$ cat config.mk
export PLATFORM = sky130hd
export DESIGN_NAME = if_id_hazard_ctrl
export DESIGN_NICKNAME = d
export VERILOG_FILES = /design/src/rtl/if_id_hazard_ctrl.sv
export SDC_FILE = /design/constraint.sdc
export NUM_CORES = 1
export LEC_CHECK = 0
export CAP_MARGIN = 0
export CORE_AREA = 10 10 47 49
export CTS_BUF_LIST = sky130_fd_sc_hd__clkbuf_8
export DETAILED_ROUTE_END_ITERATION = 7
export DIE_AREA = 0 0 57 59
export DONT_BUFFER_PORTS = 1
export HOLD_SLACK_MARGIN = 0.12
export PLACE_DENSITY = 0.52
export SYNTH_ARGS = -nofsm -noshare
export SYNTH_HDL_FRONTEND = slang
export SYNTH_SLANG_ARGS = --single-unit
$ cat constraint.sdc
create_clock -name clk -period 2.1 [get_ports clk]
set_input_delay 0.42 -clock clk [delete_from_list [all_inputs] [get_ports clk]]
set_output_delay 0.42 -clock clk [all_outputs]
set_load 0.02 [all_outputs]
$ cat src/rtl/if_id_hazard_ctrl.sv
// IF/ID pipeline controller: PC/IF-IF/ID enables, NOP flush and ID/EX bubble from load-use, branch and fetch stalls.
// Optional stall/flush statistics counters are compiled in with `define HAZARD_STATS_EN.
module if_id_hazard_ctrl #(
  parameter int IMEM_TIMEOUT = 15
`ifdef HAZARD_STATS_EN
  , parameter int CNT_W = 16
`endif
) (
  input  logic       clk,
  input  logic       reset_n,
  input  logic [4:0] id_rs1,
  input  logic [4:0] id_rs2,
  input  logic       id_uses_rs1,
  input  logic       id_uses_rs2,
  input  logic [4:0] ex_rd,
  input  logic       ex_mem_read,
  input  logic       ex_branch_taken,
  input  logic       imem_ready,
  output logic       pc_write,
  output logic       if_id_write,
  output logic       if_id_flush,
  output logic       id_ex_bubble,
  output logic       imem_timeout
`ifdef HAZARD_STATS_EN
  , output logic [CNT_W-1:0] stall_count
  , output logic [CNT_W-1:0] flush_count
`endif
);

  localparam int WCW = $clog2(IMEM_TIMEOUT + 1);
  localparam logic [WCW-1:0] TMO_MAX = WCW'(IMEM_TIMEOUT);

  // BOOT: one cycle after reset | RUN: normal | FLUSH: squash wrong-path fetch | IMEM_WAIT: fetch stalled
  typedef enum logic [1:0] {BOOT, RUN, FLUSH, IMEM_WAIT} state_t;

  state_t         state_q, state_d;
  logic [WCW-1:0] wcnt_q, wcnt_d;
  logic           tmo_q, tmo_d, tmo_now;
  logic           lu;

  assign lu = ex_mem_read && (ex_rd != 5'd0) &&
              ((id_uses_rs1 && (id_rs1 == ex_rd)) || (id_uses_rs2 && (id_rs2 == ex_rd)));

  always_comb begin
    state_d      = state_q;
    wcnt_d       = wcnt_q;
    tmo_now      = 1'b0;
    pc_write     = 1'b1;
    if_id_write  = 1'b1;
    if_id_flush  = 1'b0;
    id_ex_bubble = 1'b0;
    case (state_q)
      BOOT: begin
        pc_write     = 1'b0;
        if_id_flush  = 1'b1;
        id_ex_bubble = 1'b1;
        wcnt_d       = '0;
        state_d      = RUN;
      end
      default: begin
        if (ex_branch_taken) begin
          if_id_flush  = 1'b1;
          id_ex_bubble = 1'b1;
          wcnt_d       = '0;
          state_d      = FLUSH;
        end else if (state_q == FLUSH) begin
          pc_write    = imem_ready;
          if_id_flush = 1'b1;
          wcnt_d      = '0;
          state_d     = RUN;
        end else begin
          if (lu) begin
            pc_write     = 1'b0;
            if_id_write  = 1'b0;
            id_ex_bubble = 1'b1;
          end else if (!imem_ready) begin
            pc_write    = 1'b0;
            if_id_flush = 1'b1;
          end
          // The wait counter tracks fetch stalls even while a load-use stall owns the outputs
          if (imem_ready) begin
            wcnt_d  = '0;
            state_d = RUN;
          end else begin
            wcnt_d  = (wcnt_q == TMO_MAX) ? wcnt_q : wcnt_q + WCW'(1);
            tmo_now = (wcnt_d == TMO_MAX);
            state_d = IMEM_WAIT;
          end
        end
      end
    endcase
    if (!reset_n) begin
      pc_write     = 1'b0;
      if_id_write  = 1'b0;
      if_id_flush  = 1'b1;
      id_ex_bubble = 1'b1;
      tmo_now      = 1'b0;
    end
  end

  assign tmo_d        = tmo_q | tmo_now;
  assign imem_timeout = tmo_q | tmo_now;

  always_ff @(posedge clk or negedge reset_n) begin
    if (!reset_n) begin
      state_q <= BOOT;
      wcnt_q  <= '0;
      tmo_q   <= 1'b0;
    end else begin
      state_q <= state_d;
      wcnt_q  <= wcnt_d;
      tmo_q   <= tmo_d;
    end
  end

`ifdef HAZARD_STATS_EN
  logic [CNT_W-1:0] stall_q, flush_q;
  logic             redirect;

  assign redirect = ex_branch_taken && (state_q != BOOT);

  always_ff @(posedge clk or negedge reset_n) begin
    if (!reset_n) begin
      stall_q <= '0;
      flush_q <= '0;
    end else begin
      if ((state_q != BOOT) && !pc_write && (stall_q != '1)) stall_q <= stall_q + CNT_W'(1);
      if (redirect && (flush_q != '1)) flush_q <= flush_q + CNT_W'(1);
    end
  end

  assign stall_count = stall_q;
  assign flush_count = flush_q;
`endif

endmodule

==> impl_results.md, run 1 <==
- Synthesized area: between 500 and 600 µm²
- Fin cells: 80
- Status: finished, final reports clean
- Setup bufs post-CTS: 0
- Wire length per cell: between 15 and 20 µm
- RePlAce Congestion: ~0.75
- Die W: between 50 and 60 µm
- Sum of buffers and inverters on the critical path: 1
- Cell-by-cell trace of the critical path: inv_1, or3_1, a211oi_2, a21o_1
- Worst setup EP type: primary output
- Grt ovf: 0
- CP required: 1.68 ns
- IO Port Bufs: 0
- Largest net degree at the start of global routing: 8
- Cell Int Power: around 290 µW
- Unrepaired setup endpoints after global routing: false
- CTS buffer count: 3
- CTS max path bufs: 2
- Count of final max-slew check failures: 0
- Synth Area in Compound Gates: around a fifth
- Multiplexer share of the synthesized area: about 2.0%
- Adder-Cell Fraction of Synth Area: under 10%
- Crit path DAT: 1.58 ns
- Fmax: approximately 500 MHz
- Setup crit start kind: flop
- Slew margin rel.: 78.51%
- Top Ports: 27
- Minimum clock period: roughly 2 ns
- TritonCTS clock tree: yes
- Initial Util: 35.89%
- Worst Max-Slew Pin Slew: 0.3214 ns
- Skew-Pair Late Insertion Delay: between 0.2 and 0.25 ns
- Final WL: 1202 µm
- Post-synthesis sequential area ratio: roughly a third
- N_diodes: 0
- Cells after Synth: 55
- # H-tree levels: 1
- Crit path largest cell delay: approximately 0.43 ns
- DIE AREA: approximately 3400 µm²
- Clock transition at path regs: 0.04 ns
- Comb pwr share: 15.3%
- Initial antenna violation count: 0
- Row cnt: 14
- Fin util: around 46%
- Critical Path Fanout Max: 4
- DR pass1 iterations: 4
- Via count: approximately 460
- Sw Pwr: between 80 and 90 µW
- Max-capacitance violation count: 0
- First-pass GRT wire length: ~2000 µm
- Cell area after layout: roughly 650 µm²
- Fin Setup TNS: 0 ns
- Syn Nets: 78
- Clk root buf: clkbuf_8
- FF+latch count, synth: 7
- Worst hold path type: in2reg
- CORE AREA: approximately 1400 µm²
- Clk pwr share: between 40% and 50%
- Synth Warn #: 0
- Worst slack at placement: roughly 0.14 ns
- Layout cells sized above 1: about 28%
- Die Y: around 60 µm
- Final setup fails: 0
- XOR/XNOR Fraction of Synth Area: a little under a fifth
- Layout Nets: 88
- Drt initial violations: 11
- Total global-route track usage: ~7.4%
- Worst clock skew: between 0.0015 and 0.002 ns
- Crit-path slowest cell: or3_1
- P per Cell Area: ~580 nW/µm²
- Switching Share: roughly 22%
- Worst hold slack: around 0.3 ns
- Crit path max-delay family: compound AO/OA/AOI/OAI gates
- Final Power: approximately 380 µW
- Sequential share of power: 38.4%
- Syn avg cell area: slightly above 9 µm²
- Synthesis-to-layout area growth: 29.35%
- Leakage: between 0.2 and 0.3 nW
- Vias in the first global route: approximately 530
- Library cells used by synthesis: 25
- Max rail drop VDD: around 0.24 mV
- Drt drc: 0
- DP Area: about 560 µm²
- Via/cell ratio: roughly 5.7
- Simple-Gate Fraction of Synth Area: between 20% and 30%
- Share of the clock period used by the worst path: roughly 95%
- Detail Route Antenna Nets: 0
- Dpl cells: 75
- Largest family of logic cells by synthesized area: simple AND/OR/NAND/NOR gates
- Setup ws final: 0.09613 ns
- Detailed Place HPWL: 1032 µm
- # clock sinks: 7
- Critical path class: reg2out
- Endpoints failing hold: 0
-- synthesized netlist by cell type --
master / instances / area share [%]
a211o_1: 1 / 1.7
a211oi_1: 1 / 1.5
a211oi_2: 1 / 2.5
a21boi_0: 1 / 1.5
a21o_1: 1 / 1.5
a21oi_1: 1 / 0.99
a21oi_2: 1 / 1.7
a31oi_1: 1 / 1.2
dfrtp_1: 7 / 35
ha_1: 1 / 2.5
inv_1: 1 / 0.75
mux2i_1: 1 / 2.0
nand2_1: 1 / 0.75
nand3_1: 5 / 5.0
nor2_1: 7 / 5.2
nor3_1: 1 / 0.99
nor3b_1: 2 / 3.0
nor4_1: 2 / 2.5
o211ai_1: 1 / 1.5
o21ai_0: 4 / 4.0
o21ai_2: 1 / 1.7
or3_1: 1 / 1.2
or4_4: 1 / 2.2
xnor2_1: 3 / 5.2
xor2_1: 8 / 14
-- registers in the layout, indices dropped and copies added, names as in the netlist --
register  count
state_q       2
wcnt_q        4
tmo_q         1
-- worst reg2reg max path: cells and delay by family, from the launching register on --
| family | cells | cell delay (ns) |
|---|---|---|
| flops | 1 | 0.38 |
| buf+inv | 1 | 0.08 |
| compound gates | 2 | 0.48 |
| simple gates | 1 | 0.43 |
-- kinds of logic (layout without fill, tap and decap cells) --
kind of cell,after synthesis,count (layout)
and+or+nand+nor,20,20
AOI/OAI and AO/OA,14,14
muxes,1,1
adders and majority gates,1,1
DFF,7,7
buffers and inverters,1,10
xor gates and xnor gates,11,11
-- layout make-up --
cell class / count / area [µm²]
well taps: 16 / 20.02
multi-input cells: 47 / 366.6
clock buffers: 3 / 41.29
fillers: 132 / 750.7
flip-flops and latches: 7 / 175.2
clock inverters: 1 / 3.754
inverters: 1 / 3.754
repair buffers: 5 / 40.04
-- cells in the final DEF, fill, tap and decap left out, drive strengths merged, types with 3 or more instances in the layout --
cell and n:
xor2 8, nor2 7, dfrtp 7, o21ai 5, nand3 5, buf 4, xnor2 3, clkbuf 3
-- power by group through the flow --
stage / Combinational (mW) / Sequential (mW) / Clock, mW
6_report: 0.0578 / 0.145 / 0.175
5_1_grt: 0.0644 / 0.146 / 0.193
4_1_cts: 0.0559 / 0.145 / 0.181
3_5_place_dp: 0.0515 / 0.146 / 0
3_3_place_gp: 0.0514 / 0.146 / 0
2_1_floorplan: 0.0389 / 0.146 / 0
-- path summary, 6_finish.rpt --
path / start / end / slack [ns] / cells after the start
max: state_q[0]$_DFF_PN0_ / imem_timeout / 0.1 / 4
min: imem_ready / state_q[1]$_DFF_PN0_ / 0.31 / 1
max reg2reg: state_q[0]$_DFF_PN0_ / tmo_q$_DFF_PN0_ / 0.64 / 4
min reg2reg: state_q[1]$_DFF_PN0_ / state_q[0]$_DFF_PN0_ / 0.50 / 1
max in group asynchronous: reset_n / state_q[0]$_DFF_PN0_ / 1.33 / 1
min in group asynchronous: reset_n / tmo_q$_DFF_PN0_ / 0.53 / 1
-- layer usage --
metal / up-vias / GRT usage (%) / wire [µm]
met1: 212 / 6.475 / 457
met4: 0 / 5.034 / 24
met5: - / 0 / 0
li1: 219 / - / -
met2: 23 / 12.56 / 560
met3: 2 / 4.506 / 160
-- repair_timing --
item,4_1_cts,5_1_grt
endpoints found under the hold margin,7,0
setup endpoints to repair,0,2
gates resized for setup,0,8
hold buffers,1,0
No activity file was read; power rests on OpenSTA's default activity.
==> run 2: changes to the inputs <==
SLEW_MARGIN = 20   (was unset)
clock period = 2.4 ns   (was 2.1 ns; I/O delays follow)
==> run 2 against run 1 <==
Compared with the run above: via count decreased by 2.0%; register-to-register slack better by 0.10 ns; first-iteration DRC count decreased by 36%; clock-buffer cell count did not move; hold slack better by 0.058 ns; die area unchanged; cell area fell by 7.7%; routed wire length shrank 2.5%; combinational power is 24% lower; critical path type unchanged; critical endpoint unchanged.
==> impl_results.md, run 2 (synthesized netlist as in run 1, its figures left out) <==
- N_diodes: 0 (unchanged)
- Most common cell after layout, fill and taps aside: xor2_1
- CORE AREA: 1401 µm² (unchanged)
- Sequential share of power: 38.6% (+0.2 points)
- Count of final max-slew check failures: 0 (unchanged)
- Regs by FF count: wcnt_q: 4 flops, state_q: 2 flops, tmo_q: 1 flops
- Setup ws final: 0.1318 ns (+0.03568 ns)
- Synthesis-to-layout area growth: 19.40%
- Detail Route met2 WL: 583 µm (+4.1%)
- Final WL: 1172 µm (-2.5%)
- Layout cells sized above 1: 15.87% (-12 points)
- Top Metal Used: met4
- Share of the clock period used by the worst path: a little over nine tenths
- Hold EP: state_q[1]$_DFF_PN0_
- RePlAce Congestion: 0.7140 (-5.2%)
- Max-capacitance violation count: 0 (unchanged)
- Layout Nets: 87 (-1.1%)
- Register-to-register setup slack: 0.74 ns (+0.10 ns)
- Final setup fails: 0 (unchanged)
- Via/cell ratio: 5.658 (-0.73%)
- Vias in the first global route: 429 (-18%)
- Hold Path Cell Cnt: 1 (unchanged)
- Worst reg2reg path startpoint: wcnt_q[0]$_DFF_PN0_
- IO Port Bufs: 0 (unchanged)
- Die W: 57 µm (unchanged)
- Worst hold path type: in2reg
- Wire length on met3: 49 µm (-69%)
- Fmax: between 400 and 500 MHz
- Worst slack at placement: 0.3299 ns (+0.1866 ns)
- Minimum clock period: about 2.3 ns
- Clk root buf: clkbuf_8
- Cell Int Power: 254.7 µW (-13%)
- Setup bufs post-CTS: 0 (unchanged)
- Slew margin rel.: 79.18% (+0.68 points)
- Drt drc: 0 (unchanged)
- Grt ovf: 0 (unchanged)
- Clk pwr share: 48.1% (+1.7 points)
- Largest net degree at the start of global routing: 8 (unchanged)
- Critical path class: reg2out
- Hold Startpoint: imem_ready
- DR pass1 iterations: 2 (-2)
- Initial antenna violation count: 0 (unchanged)
- Via count: 447 (-2.0%)
- Drt initial violations: 7 (-4)
- Worst Reg-to-Reg Cells: 5 (+1)
- Dpl cells: 74 (-1.3%)
- Switching Share: 22.86% (+0.45 points)
- Max rail drop VDD: 0.4549 mV (+87%)
- Endpoints failing hold: 0 (unchanged)
- Detailed Place HPWL: 992.6 µm (-3.8%)
- Fin Setup TNS: 0 ns (unchanged)
- CTS max path bufs: 2 (unchanged)
- Total global-route track usage: 6.748% (-0.67 points)
- # clock sinks: 7 (unchanged)
- CP required: 1.92 ns (+0.24 ns)
- Setup crit start kind: flop
- Largest Register: wcnt_q
- P per Cell Area: 549.8 nW/µm² (-5.4%)
- Commonest cells after routing, fill and taps aside: xor2_1, nor2_1, dfrtp_1, nand3_1, o21ai_0
- Fin cells: 79 (-1.3%)
- Comb pwr share: 13.3% (-2.0 points)
- Clock transition at path regs: 0.04 ns (about the same)
- Worst setup EP type: primary output
- Status: finished, final reports clean
- Worst clock skew: 0.003199 ns (+0.001262 ns)
- Unrepaired setup endpoints after global routing: false
- CTS buffer count: 3 (unchanged)
- Critical Path Fanout Max: 7 (+3)
- Detail Route Antenna Nets: 0 (unchanged)
- DIE AREA: 3363 µm² (unchanged)
- Metal-1 WL: 522 µm (+14%)
- # resized after CTS: 0 (unchanged)
- # H-tree levels: 1 (unchanged)
- Top Ports: 27 (unchanged)
- Max reg flops: 4 (unchanged)
- Wire length per cell: 14.84 µm (-1.3%)
- TritonCTS clock tree: yes
- # hold bufs at CTS: 1 (unchanged)
- Row cnt: 14 (unchanged)
- Worst hold slack: 0.3653 ns (+0.05811 ns)
- Sw Pwr: 75.48 µW (-11%)
- Leakage: 0.2566 nW (-3.5%)
- Initial Util: 35.89% (unchanged)
- First-pass GRT wire length: 1814 µm (-11%)
- Die Y: 59 µm (unchanged)
- Skew-Pair Late Insertion Delay: 0.22 ns (about the same)
- Worst reg2reg path endpoint: tmo_q$_DFF_PN0_
- Worst Max-Slew Pin Slew: 0.3112 ns (-0.01016 ns)
- Crit path DAT: 1.79 ns (+0.21 ns)
-- run 2: cell types whose count changed in the layout (fill, tap and decap cells not counted), sizes merged --
cell / before / now
buf: 4 / 3
-- run 2: how the worst max path moves through the flow --
stage | startpoint | slack, ns | to | cells past startpoint
2_1_floorplan | ex_rd[1] | 0.16 | pc_write | 4
3_3_place_gp | ex_rd[1] | 0.31 | pc_write | 5
3_5_place_dp | ex_rd[1] | 0.33 | pc_write | 5
4_1_cts | wcnt_q[0]$_DFF_PN0_ | 0.11 | imem_timeout | 5
5_1_grt | wcnt_q[0]$_DFF_PN0_ | 0.007 | imem_timeout | 5
6_report | wcnt_q[0]$_DFF_PN0_ | 0.13 | imem_timeout | 5
-- run 2: layout make-up --
cell class | instances | area (µm²)
fillers | 147 | 800.8
well taps | 16 | 20.02
clock buffers | 3 | 41.29
clock inverters | 1 | 3.754
flip-flops and latches | 7 | 175.2
multi-input cells | 47 | 324.1
inverters | 1 | 3.754
repair buffers | 4 | 32.53
-- run 2: metrics by stage --
stage / utilization, % / instance area, µm² / power, mW
2_1_floorplan: - / 503.0 / 0.1610
3_3_place_gp: 38.93 / 545.5 / 0.1698
3_5_place_dp: 38.93 / 545.5 / 0.1700
4_1_cts: 42.86 / 600.6 / 0.3349
5_1_grt: 42.86 / 600.6 / 0.3439
6_report: 42.86 / 600.6 / 0.3302
-- run 2: power groups by stage --
| stage | sequential, mW | clock (mW) | combinational [mW] |
|---|---|---|---|
| 6_report | 0.127 | 0.159 | 0.0438 |
| 5_1_grt | 0.128 | 0.167 | 0.0489 |
| 4_1_cts | 0.127 | 0.163 | 0.0446 |
| 3_5_place_dp | 0.129 | 0 | 0.0411 |
| 3_3_place_gp | 0.129 | 0 | 0.0410 |
| 2_1_floorplan | 0.128 | 0 | 0.0330 |
-- run 2: per-layer routing --
metal / vias up / track usage [%]
li1: 218 / -
met1: 214 / 7.636
met2: 13 / 10.70
met3: 2 / 3.004
met4: 0 / 3.020
met5: - / 0
-- run 2: worst max-delay path, cell delays in order (launching register included) --
cell,delay [ns]
dfrtp_1,0.45
ha_1,0.30
nand3_1,0.17
mux2i_1,0.17
nor3b_1,0.21
a21o_1,0.27
